### config.mk
export PLATFORM = sky130hd
export DESIGN_NAME = and2_share_arb_flat
export DESIGN_NICKNAME = d
export VERILOG_FILES = /design/src/rtl/and2_share_arb_pkg.sv /design/src/rtl/and2_share_arb_if.sv /design/src/rtl/and2_share_arb_rr_arbiter.sv /design/src/rtl/and2_share_arb.sv /design/src/flat_wrapper.sv
export SDC_FILE = /design/constraint.sdc
export NUM_CORES = 1
export LEC_CHECK = 0
export CORE_AREA = 4 4 50 52
export CTS_CLUSTER_SIZE = 30
export DETAILED_ROUTE_END_ITERATION = 6
export DIE_AREA = 0 0 54 56
export HOLD_SLACK_MARGIN = 0.15
export PLACE_DENSITY = 0.87
export SYNTH_ARGS = -nofsm -noshare
export SYNTH_HDL_FRONTEND = slang
export SYNTH_SLANG_ARGS = --single-unit
### constraint.sdc
create_clock -name clk -period 3.6 [get_ports clk]
set_input_delay 0.9 -clock clk [delete_from_list [all_inputs] [get_ports clk]]
set_output_delay 0.9 -clock clk [all_outputs]
set_load 0.01 [all_outputs]
### src/rtl/and2_share_arb_pkg.sv
// Shared definitions for the round-robin AND-sharing controller: default sizes,
// pointer wrap helper and the default-width response record.
package and2_pkg;

  localparam int N_REQ_DEF = 4;
  localparam int WIDTH_DEF = 1;
  localparam int ID_W_DEF  = $clog2(N_REQ_DEF);

  typedef struct packed {
    logic                 valid;
    logic [ID_W_DEF-1:0]  id;
    logic [WIDTH_DEF-1:0] data;
  } rsp_rec_t;

  // Pointer moves just past the last winner, wrapping to 0 after the top index.
  function automatic int next_ptr(input int idx, input int n);
    return (idx == n - 1) ? 0 : idx + 1;
  endfunction

endpackage

### src/rtl/and2_share_arb_if.sv
// Request/response bundle between the requesters/consumer (master) and the
// shared-AND controller (slave).
interface and2_share_arb_if
  import and2_pkg::*;
#(
    parameter int N_REQ = N_REQ_DEF,
    parameter int WIDTH = WIDTH_DEF
);
    localparam int ID_W = $clog2(N_REQ);

    // Valid/ready: a beat moves on a rising clk edge where valid and ready are
    // both high; the source holds valid and payload stable until that edge.
    logic [N_REQ-1:0]       req_valid;
    logic [N_REQ-1:0]       req_ready;
    logic [N_REQ*WIDTH-1:0] req_a;
    logic [N_REQ*WIDTH-1:0] req_b;
    logic                   rsp_valid;
    logic                   rsp_ready;
    logic [WIDTH-1:0]       rsp_data;
    logic [ID_W-1:0]        rsp_id;
    logic                   busy;

    modport master (
        output req_valid, req_a, req_b, rsp_ready,
        input  req_ready, rsp_valid, rsp_data, rsp_id, busy
    );

    modport slave (
        input  req_valid, req_a, req_b, rsp_ready,
        output req_ready, rsp_valid, rsp_data, rsp_id, busy
    );

endinterface

### src/rtl/and2_share_arb_rr_arbiter.sv
// Combinational round-robin picker: first set request at or above ptr, wrapping.
module rr_arbiter #(
    parameter  int N  = 4,
    localparam int IW = $clog2(N)
) (
    input  logic [N-1:0]  req,
    input  logic [IW-1:0] ptr,
    output logic [N-1:0]  grant,
    output logic [IW-1:0] grant_idx
);

    always_comb begin
        int   idx;
        logic found;
        grant     = '0;
        grant_idx = '0;
        found     = 1'b0;
        idx       = 0;
        for (int k = 0; k < N; k++) begin
            idx = int'(ptr) + k;
            if (idx >= N) idx = idx - N;
            if (!found && req[IW'(idx)]) begin
                found              = 1'b1;
                grant[IW'(idx)]    = 1'b1;
                grant_idx          = IW'(idx);
            end
        end
    end

endmodule

### src/rtl/and2_share_arb.sv
// Shares one registered a&b unit among N_REQ requesters with round-robin grant
// and a single-entry tagged result register.
module and2_share_arb
  import and2_pkg::*;
#(
    parameter  int N_REQ = N_REQ_DEF,
    parameter  int WIDTH = WIDTH_DEF,
    localparam int ID_W  = $clog2(N_REQ)
) (
    input  logic              clk,
    input  logic              reset,
    and2_share_arb_if.slave   bus,
    output logic [ID_W-1:0]   dbg_ptr
);

    typedef struct packed {
        logic             valid;
        logic [ID_W-1:0]  id;
        logic [WIDTH-1:0] data;
    } rsp_t;

    logic [ID_W-1:0]  ptr;
    rsp_t             rsp_q;
    logic             busy_q;
    logic [N_REQ-1:0] grant;
    logic [ID_W-1:0]  grant_idx;
    logic             can_accept;
    logic             fire;
    logic [WIDTH-1:0] a_sel;
    logic [WIDTH-1:0] b_sel;

    rr_arbiter #(.N(N_REQ)) u_arb (
        .req       (bus.req_valid),
        .ptr       (ptr),
        .grant     (grant),
        .grant_idx (grant_idx)
    );

    // Reset gates ready so nothing looks accepted while the block is held in reset.
    assign can_accept    = !rsp_q.valid || bus.rsp_ready;
    assign bus.req_ready = grant & {N_REQ{can_accept & reset}};
    assign fire          = |bus.req_ready;

    always_comb begin
        a_sel = '0;
        b_sel = '0;
        for (int i = 0; i < N_REQ; i++) begin
            a_sel = a_sel | ({WIDTH{grant[i]}} & bus.req_a[i*WIDTH +: WIDTH]);
            b_sel = b_sel | ({WIDTH{grant[i]}} & bus.req_b[i*WIDTH +: WIDTH]);
        end
    end

    always_ff @(posedge clk or negedge reset) begin
        if (!reset) begin
            ptr    <= '0;
            rsp_q  <= '0;
            busy_q <= 1'b0;
        end else begin
            busy_q <= rsp_q.valid | (|bus.req_valid);
            if (fire) begin
                rsp_q.valid <= 1'b1;
                rsp_q.id    <= grant_idx;
                rsp_q.data  <= a_sel & b_sel;
                ptr         <= ID_W'(next_ptr(int'(grant_idx), N_REQ));
            end else if (bus.rsp_ready) begin
                // Drain without refill keeps data/id for observability.
                rsp_q.valid <= 1'b0;
            end
        end
    end

    assign bus.rsp_valid = rsp_q.valid;
    assign bus.rsp_data  = rsp_q.data;
    assign bus.rsp_id    = rsp_q.id;
    assign bus.busy      = busy_q;
    assign dbg_ptr       = ptr;

endmodule

### src/flat_wrapper.sv
// flat-port wrapper written by rule: the top's interface ports become plain ports
module and2_share_arb_flat import and2_pkg::*;
#(
    parameter  int N_REQ = N_REQ_DEF,
    parameter  int WIDTH = WIDTH_DEF,
    localparam int ID_W  = $clog2(N_REQ)
)
  (clk, reset, dbg_ptr, bus_req_valid, bus_req_a, bus_req_b, bus_rsp_ready, bus_req_ready, bus_rsp_valid, bus_rsp_data, bus_rsp_id, bus_busy);
  and2_share_arb_if #(.N_REQ(N_REQ), .WIDTH(WIDTH)) bus_i ();
  input  logic clk;
  input  logic reset;
  output logic [ID_W-1:0] dbg_ptr;
  input wire logic [$bits(bus_i.req_valid)-1:0] bus_req_valid;
  input wire logic [$bits(bus_i.req_a)-1:0] bus_req_a;
  input wire logic [$bits(bus_i.req_b)-1:0] bus_req_b;
  input wire logic [$bits(bus_i.rsp_ready)-1:0] bus_rsp_ready;
  output wire logic [$bits(bus_i.req_ready)-1:0] bus_req_ready;
  output wire logic [$bits(bus_i.rsp_valid)-1:0] bus_rsp_valid;
  output wire logic [$bits(bus_i.rsp_data)-1:0] bus_rsp_data;
  output wire logic [$bits(bus_i.rsp_id)-1:0] bus_rsp_id;
  output wire logic [$bits(bus_i.busy)-1:0] bus_busy;
  assign bus_i.req_valid = bus_req_valid;
  assign bus_i.req_a = bus_req_a;
  assign bus_i.req_b = bus_req_b;
  assign bus_i.rsp_ready = bus_rsp_ready;
  assign bus_req_ready = bus_i.req_ready;
  assign bus_rsp_valid = bus_i.rsp_valid;
  assign bus_rsp_data = bus_i.rsp_data;
  assign bus_rsp_id = bus_i.rsp_id;
  assign bus_busy = bus_i.busy;
  and2_share_arb #(.N_REQ(N_REQ), .WIDTH(WIDTH)) u_core (.clk(clk), .reset(reset), .bus(bus_i), .dbg_ptr(dbg_ptr));
endmodule
---- Word-level counts from Yosys, hierarchy flattened ----
Index checks and enable logic that the tools add are counted.
word-level totals
  register bits after elaboration ......... 7
  bits in latches ......................... 0
  memories kept ........................... 0
  RAM bits ................................ 0
  memory bits (read-only) ................. 0
  output and inout bits ................... 11
  input bits .............................. 15
  logic and storage cells ................. 100
cells by class
  multipliers ............................. 0
  bitwise logic cells ..................... 21
  muxes and demuxes ....................... 38
  shift-type cells ........................ 0
  div/mod/pow operators ................... 0
  reductions and logical operators ........ 15
  eq/ne operators ......................... 1
  magnitude comparators ................... 12
  add/sub/neg operators ................... 8
operators by type and width
  cell                   count
  $mux W2                9
  $mux W1                17
  $lt A2 B4 Y1 const B   4
  $mux W4                4
  $or A4 B4 Y4           3
  $and A1 B1 Y1          10
  $ge A3 B3 Y1 const B   3
  $bmux W1 S2            4
  $demux W1 S2           4
  $ge A2 B1 Y1 const B   4
  $reduce_or A4 Y1       2
  $sub A2 B1 Y2 const B  4
  $logic_and A1 B1 Y1    7
  $or A1 B1 Y1           7
  $add A2 B2 Y3 const B  2
  $and A4 B4 Y4          1
  $logic_not A1 Y1       4
  $add A2 B1 Y3 const B  1
  $ge A2 B3 Y1 const B   1
  $add A2 B1 Y2 const B  1
  $eq A2 B1 Y1 const B   1
  $reduce_bool A2 Y1     1
  $logic_or A1 B1 Y1     1

---- Depth between registers and ports, before layout ----
Gate-level depths: netlist (run 1).
  depth in word-level cells ............... 20
  gate-level depth with buffers ........... 11
  gate-level depth less buffers ........... 9

---- By module ----
Synthesis (run 1) repeated with hierarchy kept, for this count alone.
unflattened totals
  cells, all modules ...................... 100
  area, all modules ....................... 934.6 µm²
modules (own cells, without submodules)
  module          area each (µm²)  cells an instance  instances  sequential area each (µm²)
  rr_arbiter      571.8            70                 1          0.0
  and2_share_arb  362.8            30                 1          175.2

---- Worst setup path after synthesis (run 1) ----
No wires, ideal clock.
  path type ............................... flip-flop to output port
  start ................................... register u_core.ptr[1] (netlist: u_core.dbg_ptr[1])
  end ..................................... output port bus_req_ready[0]
  path slack .............................. 0.317 ns
  buffers on the path ..................... 1
  arrival time ............................ 2.383 ns
  data required time ...................... 2.700 ns
  cell stages (with the launch flop) ...... 9
  cell sequence ........................... dfrtp_1 buf_2 inv_1 ha_1 mux4_2 nor2b_4 a22o_1 a221oi_1 nor2_1
between the ends
  word-level cells in the longest chain between the ends .. 16
  elaborated cells between the ends (all ways) .. 64
  those cells by class .................... add/sub (7); order compare (12); mux (31); bitwise (4); reduce/logical (10)
ends and longest elaborated chain
  element                                                                RTL line                         RTL
  start, declared                                                        and2_share_arb.sv:22             logic [ID_W-1:0] ptr;
  start signal, assigned                                                 and2_share_arb.sv:64             ptr <= ID_W'(next_ptr(int'(grant_idx), N_REQ));
  parallel branches: the longest is 14 deep, another holds $lt A2 B4 Y1  n/a
  $mux W4 *                                                              and2_share_arb_rr_arbiter.sv:22  if (!found && req[IW'(idx)]) begin
  $and A4 B4 Y4 *                                                        and2_share_arb.sv:41             assign bus.req_ready = grant & {N_REQ{can_accept & reset}};
  end, declared                                                          flat_wrapper.sv:17               output wire logic [$bits(bus_i.req_ready)-1:0] bus_req_ready;
Mark *: on every way between the ends. The select of a mux whose other input is x is not followed.

---- Worst setup path after layout (run 1) ----
  start ................................... input port bus_req_valid[0]
  end ..................................... register u_core.rsp_q (netlist bit u_core.bus.rsp_data)
between the ends
  word-level cells in the longest chain between the ends .. 18
  elaborated cells between the ends (all ways) .. 45
  those cells by class .................... mux (19); bitwise (19); reduce/logical (7)
ends and longest elaborated chain
  element                                              RTL line                                    RTL
  start, declared                                      flat_wrapper.sv:13                          input wire logic [$bits(bus_i.req_valid)-1:0] bus_req_valid;
  $bmux W1 S2                                          and2_share_arb_rr_arbiter.sv:22
  $mux W1 (implied by the code) (2 in a row)           and2_share_arb_rr_arbiter.sv:22
  $mux W1                                              and2_share_arb_rr_arbiter.sv:22
  $logic_not A1 Y1                                     and2_share_arb_rr_arbiter.sv:22
  $logic_and A1 B1 Y1                                  and2_share_arb_rr_arbiter.sv:22
  $mux W1                                              and2_share_arb_rr_arbiter.sv:22
  $logic_not A1 Y1                                     and2_share_arb_rr_arbiter.sv:22
  $logic_and A1 B1 Y1                                  and2_share_arb_rr_arbiter.sv:22
  $mux W1                                              and2_share_arb_rr_arbiter.sv:22
  $logic_not A1 Y1                                     and2_share_arb_rr_arbiter.sv:22
  $logic_and A1 B1 Y1                                  and2_share_arb_rr_arbiter.sv:22
  $mux W4 *                                            and2_share_arb_rr_arbiter.sv:22
  $and A1 B1 Y1, on equally long branches              and2_share_arb.sv:48, and2_share_arb.sv:49
  $or A1 B1 Y1, on equally long branches (3 in a row)  and2_share_arb.sv:48, and2_share_arb.sv:49
  $and A1 B1 Y1                                        and2_share_arb.sv:63                        rsp_q.data <= a_sel & b_sel;
  end, declared                                        and2_share_arb.sv:23                        rsp_t rsp_q;
Mark *: on every way between the ends. The rest lies on a longest branch, timed or not. The select of a mux whose other input is x is not followed.
A chain may end at the register's enable or synchronous reset.

==> results of run 1 <==
layout by cell type, fill, tap and decap left out, types with 2 or more instances in the layout:
| cell | instances |
|---|---|
| buf_4 | 40 |
| clkdlybuf4s50_1 | 17 |
| nand2_1 | 10 |
| nor2_1 | 9 |
| ha_1 | 9 |
| dfrtp_1 | 7 |
| inv_1 | 4 |
| nand2b_1 | 4 |
| clkbuf_2 | 4 |
| mux4_2 | 3 |
| a21oi_1 | 3 |
| a211oi_1 | 3 |
| nand3b_1 | 3 |
| a22o_1 | 3 |
| mux2i_1 | 3 |
| a221o_1 | 3 |
| mux2_1 | 3 |
| clkbuf_4 | 3 |
| o2bb2ai_1 | 2 |
| o21ai_0 | 2 |
| a221oi_4 | 2 |
| a222oi_1 | 2 |
| buf_2 | 2 |
| clkdlybuf4s15_2 | 2 |
layout make-up:
class,count,area share
inverter,5,0.0117
timing repair buffer,66,0.333
clock buffer,4,0.0164
tap,28,0.0218
sequential,7,0.109
multi-input combinational,86,0.508
final timing paths:
check	startpoint	slack [ps]	cells past startpoint	end
min in group asynchronous	reset	950	2	u_core.bus.rsp_data
hold reg to reg	u_core.bus.rsp_id[0]	500	1	u_core.bus.rsp_id[0]
setup / recovery	bus_req_valid[0]	20	15	u_core.bus.rsp_data
max in group asynchronous	reset	2490	2	u_core.bus.rsp_id[1]
setup reg to reg	u_core.dbg_ptr[0]	140	15	u_core.bus.rsp_data
hold / removal	u_core.bus.rsp_id[0]	500	1	u_core.bus.rsp_id[0]
metal layers:
metal	GRT usage	routed length [um]	vias up
li1	-	-	530
met5	0	0	-
met1	0.287	1510	585
met4	0.192	308	0
met2	0.412	1990	71
met3	0.0590	245	26
sequential cells by signal (all words and copies together), names as in the netlist:
signal / count
u_core.bus.busy: 1
u_core.bus.rsp_data: 1
u_core.bus.rsp_id: 2
u_core.bus.rsp_valid: 1
u_core.dbg_ptr: 2
kinds of logic after synthesis:
logic type | after synthesis
AOI/OAI and AO/OA | 30
adders and majority gates | 9
buffers and inverters | 12
DFF | 7
muxes | 9
and+or+nand+nor | 38
worst max-delay path: stages:
cell	delay, ps
clkbuf_2	140
or3b_4	410
a2111oi_4	430
nand2b_4	230
a221oi_2	80
buf_4	150
buf_4	120
buf_4	130
buf_4	120
buf_4	130
buf_4	120
buf_4	120
a41o_4	250
a221oi_4	230
a22o_1	210
power breakdown:
part / switching [W] / leakage, nW / total [W] / internal, W
registers: 0.0000188 / 0.0839 / 0.000130 / 0.000111
clock network: 0.0000359 / 0.0150 / 0.0000786 / 0.0000427
logic: 0.000615 / 0.604 / 0.00124 / 0.000623
repair_timing:
action                     CTS  global route
buffers inserted            14             7
gates resized for setup     27            16
hold endpoints to repair     0             0
pin swaps                    4             4
setup endpoints to repair    4             9
per-stage QoR:
stage	hold slack, ps	setup slack, ps
CTS	500	-24.9
global route	520	-69.6
detailed placement	487	-628
floorplan	528	317
finish	499	18.7
global placement	477	-548
==> flow_summary.json, run 1 <==
{
  "status": "complete, no violations",
  "syn_inst": 105,
  "seq_area_um2": 175,
  "syn2layout_area_growth_pct": 66.0,
  "worstPathMaxFanout": 8,
  "setup_viol_count_final": 0,
  "fp.dieArea_um2": 3020,
  "grt_pass1_vias": 1173,
  "cap_violations": 0,
  "num_vias": 1212,
  "worst_pin_slew_ps": 711,
  "grt_max_degree": 20,
  "place_inst": 171,
  "min_period_over_period": 0.995,
  "grt_usage": 0.259,
  "die-height_um": 56,
  "p_total_w": 0.00145,
  "ant_nets": 0,
  "synth_top_family_by_area": "compound AO/OA/AOI/OAI gates",
  "hold_viol_final": 0,
  "io_pins": 26,
  "drt-initial-drc-count": 37,
  "p_leak_nw": 0.703,
  "ir_drop_uv": 586,
  "fin_cells": 196,
  "routed_wl_um": 4050,
  "powerDensity_nw_per_um2": 901,
  "critical_path_class": "in2reg",
  "synthTopCellsByArea": "dfrtp_1, ha_1, mux4_2",
  "clock_tree.root_cell": "clkbuf_4",
  "drive_gt1_frac": 0.417,
  "multi_input_area_um2": 816,
  "synth-xor-area-share": 0,
  "wire_per_inst_um": 20.7,
  "drc": 0,
  "cts.sinks": 7,
  "synth.distinct_cells": 40,
  "clk_latency_ps": 280,
  "initial_core_util": 0.459,
  "synth_compound_area_frac": 0.272,
  "postCtsHoldBufs": 0,
  "async_reset_ff_frac": 1.00,
  "fillerInstances": 119,
  "ys_ff_latch": 7,
  "htreeDepth": 1,
  "die_w_um": 54,
  "port_buffers": 25,
  "min_path_type": "reg2reg",
  "synth_fp_nets": 129,
  "place_area_um2": 1350,
  "finalCriticalPeriod_ps": 3580,
  "n_antenna_cell": 0,
  "yosys_warnings": 0,
  "setup_tns_ps": 0,
  "synth.largest_area_cell": "dfrtp_1",
  "syn_area_um2": 967,
  "final_area_um2": 1610,
  "yosys.area_share.simple": 0.217,
  "firstDrtPassIters": 4,
  "path_clk_slew_ps": 70,
  "via_per_inst": 6.18,
  "synth_top_cell_area_share": 0.181,
  "synth_area_per_cell_um2": 9.21,
  "cp-end-kind": "flip-flop",
  "netlist_top_cells_count": "nand2_1, nor2_1, ha_1",
  "cts_tree": "built",
  "synthAdderAreaFrac": 0.116,
  "synthFlopType": "dfrtp_1",
  "grt_pass1_wl_um": 5660,
  "synth_mux_area_frac": 0.136,
  "worstSetupStartpointType": "primary input",
  "drv_slew": 0,
  "arrival_ps": 3790,
  "nets": 193,
  "fin_util": 0.762,
  "synth_edf_count": 0,
  "place.gp.congestion": 0.836,
  "rows": 17,
  "cts_buffers": 3,
  "yosysSeqAreaShare": 0.181,
  "fmax_mhz": 279,
  "antenna_found_initial": 0,
  "skew_ps": 20.4,
  "coreArea_um2": 2110,
  "overflow": 0,
  "relSlewSlack": 0.526,
  "dpl.hpwl_um": 2120,
  "clock_path_buffers": 2,
  "worstPathRequired_ps": 3810
}
No activity file was read; power rests on OpenSTA's default activity.
==> run 2, diff against run 1 <==
Settings changed: SETUP_SLACK_MARGIN set to 0.3.
==> flow_summary.json, run 2 (synthesis results as in run 1) <==
{
  "place.gp.congestion": 0.836,
  "n_antenna_cell": 0,
  "cts_buffers": 3,
  "grt_pass1_wl_um": 6840,
  "dpl.hpwl_um": 2120,
  "die-height_um": 56,
  "p_total_w": 0.00174,
  "ant_nets": 0,
  "hold_viol_final": 0,
  "grt_util_met1": 0.332,
  "crit_cells": 7,
  "cp_top_family": "simple AND/OR/NAND/NOR gates",
  "drt-initial-drc-count": 83,
  "fillerInstances": 86,
  "grt_busiest_layer": "met2",
  "wire_per_inst_um": 24.0,
  "worstSetupStartpointType": "primary input",
  "path_clk_slew_ps": 50,
  "final_common_cell": "buf_4",
  "port_buffers": 25,
  "coreArea_um2": 2110,
  "num_vias": 1403,
  "critical_path_class": "in2out",
  "fin_cells": 211,
  "worst_pin_slew_ps": 547,
  "drive_gt1_frac": 0.503,
  "fp.dieArea_um2": 3020,
  "syn2layout_area_growth_pct": 87.8,
  "cts_tree": "built",
  "routed_wl_um": 5060,
  "ir_drop_uv": 637,
  "worstPathMaxFanout": 4,
  "via_per_inst": 6.65,
  "whs_ps": 522,
  "firstDrtPassIters": 6,
  "grt_max_degree": 20,
  "cap_violations": 0,
  "slowest_delay_ps": 480,
  "drv_slew": 0,
  "grt_setup_unrepaired": "true",
  "finalCriticalPeriod_ps": 3480,
  "clock_path_buffers": 2,
  "clk_latency_ps": 270,
  "nets": 208,
  "arrival_ps": 2580,
  "overflow": 0,
  "p_leak_nw": 0.824,
  "postCtsHoldBufs": 0,
  "powerDensity_nw_per_um2": 960,
  "place_inst": 171,
  "antenna_found_initial": 0,
  "drc": 0,
  "crit_chain": "buf_8, or2b_1, mux4_2, or2_1, o2111a_1, nor2_1, buf_2",
  "fmax_mhz": 287,
  "skew_ps": 12.2,
  "htreeDepth": 1,
  "path_buf_inv": 2,
  "grt_usage": 0.318,
  "min_path_cells": 1,
  "cp-end-kind": "output port",
  "status": "complete, no violations",
  "rows": 17,
  "worstPathRequired_ps": 2700,
  "slowest_stage": "mux4_2",
  "min_path_type": "reg2reg",
  "die_w_um": 54,
  "io_pins": 26,
  "use_met2": 0.488,
  "met3_usage": 0.113,
  "cts.sinks": 7,
  "grt_pass1_vias": 1370,
  "final_cell_mix": "buf_4, clkdlybuf4s50_1, buf_6",
  "relSlewSlack": 0.636,
  "rr_worst_depth": 16,
  "min_period_over_period": 0.966,
  "setup_viol_count_final": 0,
  "initial_core_util": 0.459,
  "clock_tree.root_cell": "clkbuf_4"
}
[run 2: worst register-to-register path, delay by kind of cell (launching register included)]
kind,cells,cell delay (ps)
buf+inv,10,1230
mux,1,570
compound gates,3,560
flops,1,360
fa+ha+maj,1,290
simple gates,1,200
[run 2: routing by layer]
metal,up-vias,part of all wire
met1,662,0.36
met5,-,0
met4,0,0.076
li1,564,-
met2,133,0.46
met3,44,0.097
[run 2: worst paths after layout]
path                                      start                    to  slack, ps
max                            bus_req_valid[3]      bus_req_ready[2]        120
min                        u_core.bus.rsp_id[0]  u_core.bus.rsp_id[0]        520
max reg2reg                   u_core.dbg_ptr[1]   u_core.bus.rsp_data        270
min reg2reg                u_core.bus.rsp_id[0]  u_core.bus.rsp_id[0]        520
max in group asynchronous                 reset  u_core.bus.rsp_id[1]       2520
min in group asynchronous                 reset   u_core.bus.rsp_data        950
[run 2: where the power goes]
part,internal [W],switching [W],leakage (nW)
clock network,0.0000425,0.0000324,0.0150
registers,0.000111,0.0000216,0.0839
logic,0.000803,0.000734,0.725
total,0.000957,0.000788,0.824
[run 2: through the flow]
| step | setup TNS [ps] | area [um^2] | util | setup WS [ps] |
|---|---|---|---|---|
| global route | 0 | 1820 | 0.863 | 124 |
| finish | 0 | 1820 | 0.863 | 122 |
| floorplan | 0 | 967 | - | 317 |
| CTS | 0 | 1710 | 0.812 | 261 |
| global placement | -2150 | 1350 | 0.639 | -548 |
| detailed placement | -2530 | 1350 | 0.639 | -628 |
[run 2: timing repair]
action                     4_1_cts  5_1_grt
pin swaps                       15        6
setup endpoints to repair        8        9
buffers inserted                28        8
resized for setup               70        8
[run 2: layout make-up]
| type | count | area [um^2] | area share |
|---|---|---|---|
| Timing Repair Buffer | 81 | 713 | 0.393 |
| Inverter | 5 | 18.8 | 0.0103 |
| Clock buffer | 4 | 26.3 | 0.0145 |
| Tap cell | 28 | 35.0 | 0.0193 |
| Multi-Input combinational cell | 86 | 848 | 0.467 |
| Sequential cell | 7 | 175 | 0.0964 |
==> run 3, diff against run 2 <==
Settings changed: GPL_ROUTABILITY_DRIVEN set to 0, GPL_TIMING_DRIVEN set to 0.
==> flow_summary.json, run 3 (synthesis results as in run 1) <==
{
  "cap_violations": 0,
  "drv_slew": 0,
  "via_per_inst": 6.06,
  "drc": 0,
  "initial_core_util": 0.459,
  "hold_viol_final": 0,
  "port_buffers": 25,
  "overflow": 0,
  "relSlewSlack": 0.725,
  "dpl.hpwl_um": 1970,
  "n_antenna_cell": 0,
  "worstPathMaxFanout": 5,
  "p_leak_nw": 0.643,
  "firstDrtPassIters": 4,
  "place_area_um2": 1250,
  "wire_per_inst_um": 18.5,
  "fillerInstances": 124,
  "coreArea_um2": 2110,
  "worstSetupStartpointType": "flip-flop",
  "htreeDepth": 1,
  "final_common_cell": "clkdlybuf4s50_1",
  "min_period_over_period": 0.948,
  "grt_usage": 0.236,
  "fmax_mhz": 293,
  "setup_viol_count_final": 0,
  "num_vias": 1085,
  "antenna_found_initial": 0,
  "grt_pass1_wl_um": 5260,
  "cts.sinks": 7,
  "path_clk_slew_ps": 50,
  "whs_ps": 498,
  "powerDensity_nw_per_um2": 795,
  "min_path_type": "reg2reg",
  "ir_drop_uv": 475,
  "worstPathRequired_ps": 2700,
  "clock_tree.root_cell": "clkbuf_4",
  "syn2layout_area_growth_pct": 61.3,
  "p_total_w": 0.00124,
  "routed_wl_um": 3320,
  "die-height_um": 56,
  "postCtsHoldBufs": 0,
  "grt_setup_unrepaired": "true",
  "skew_ps": 16.2,
  "drive_gt1_frac": 0.404,
  "setup_tns_ps": 0,
  "cts_tree": "built",
  "final_cell_mix": "clkdlybuf4s50_1, buf_4, nand2_1",
  "grt_pass1_vias": 1138,
  "arrival_ps": 2510,
  "clk_latency_ps": 270,
  "final_area_um2": 1560,
  "status": "complete, no violations",
  "worst_pin_slew_ps": 410,
  "finalCriticalPeriod_ps": 3410,
  "cts_buffers": 3,
  "drt-initial-drc-count": 37,
  "rows": 17,
  "grt_max_degree": 11,
  "nets": 176,
  "cp-end-kind": "output port",
  "critical_path_class": "reg2out",
  "fp.dieArea_um2": 3020,
  "die_w_um": 54,
  "clock_path_buffers": 2,
  "ant_nets": 0,
  "io_pins": 26
}
-- run 3: critical path, cell delays in order (launching register included) --
cell,delay [ps]
dfrtp_2,380
buf_6,110
clkinvlp_4,100
ha_4,290
mux4_2,560
nor2b_4,170
a22o_4,240
a221oi_4,200
nor2_1,70
buf_2,140
-- run 3: metal layers --
| metal | wire length, um | GRT usage | vias up | part of all wire |
|---|---|---|---|---|
| li1 | - | - | 496 | - |
| met1 | 1360 | 0.275 | 538 | 0.41 |
| met2 | 1710 | 0.375 | 42 | 0.52 |
| met3 | 153 | 0.0563 | 9 | 0.046 |
| met4 | 89 | 0.146 | 0 | 0.027 |
| met5 | 0 | 0 | - | 0 |
-- run 3: report_power, final --
group | total [W] | internal [W] | switching (W)
combinational | 0.00102 | 0.000489 | 0.000535
sequential | 0.000138 | 0.000113 | 0.0000246
clock | 0.0000770 | 0.0000426 | 0.0000344
-- run 3: path summary, 6_finish.rpt --
check                                           from                   end  slack (ps)  cells after the start
max in group asynchronous                      reset     u_core.dbg_ptr[1]        2420                      1
worst max-delay path               u_core.dbg_ptr[1]      bus_req_ready[1]         190                      9
min in group asynchronous                      reset       u_core.bus.busy         890                      1
worst min register to register  u_core.bus.rsp_id[0]  u_core.bus.rsp_id[0]         500                      1
worst min-delay path            u_core.bus.rsp_id[0]  u_core.bus.rsp_id[0]         500                      1
worst max register to register     u_core.dbg_ptr[1]   u_core.bus.rsp_data         560                     10
-- run 3: timing repair --
| action | 4_1_cts | 5_1_grt |
|---|---|---|
| setup buffers | 15 | 2 |
| pin swaps | 6 | 8 |
| setup endpoints to repair | 8 | 4 |
| gates resized for setup | 56 | 12 |
-- run 3: layout make-up --
| type | instances | area, um^2 | area share |
|---|---|---|---|
| Sequential cell | 7 | 178 | 0.114 |
| Buffer | 7 | 68.8 | 0.0441 |
| Tap cell | 28 | 35.0 | 0.0225 |
| Timing Repair Buffer | 42 | 385 | 0.247 |
| Clock buffer | 4 | 26.3 | 0.0168 |
| Multi-Input combinational cell | 86 | 838 | 0.537 |
| Inverter | 5 | 28.8 | 0.0184 |
-- run 3: metrics by stage --
stage	util	setup WS [ps]	instances
after CTS	0.708	183	177
after global placement	0.595	-556	158
after global routing	0.741	94.3	179
after detailed placement	0.595	-598	158
after floorplan	-	317	105
final	0.741	188	179
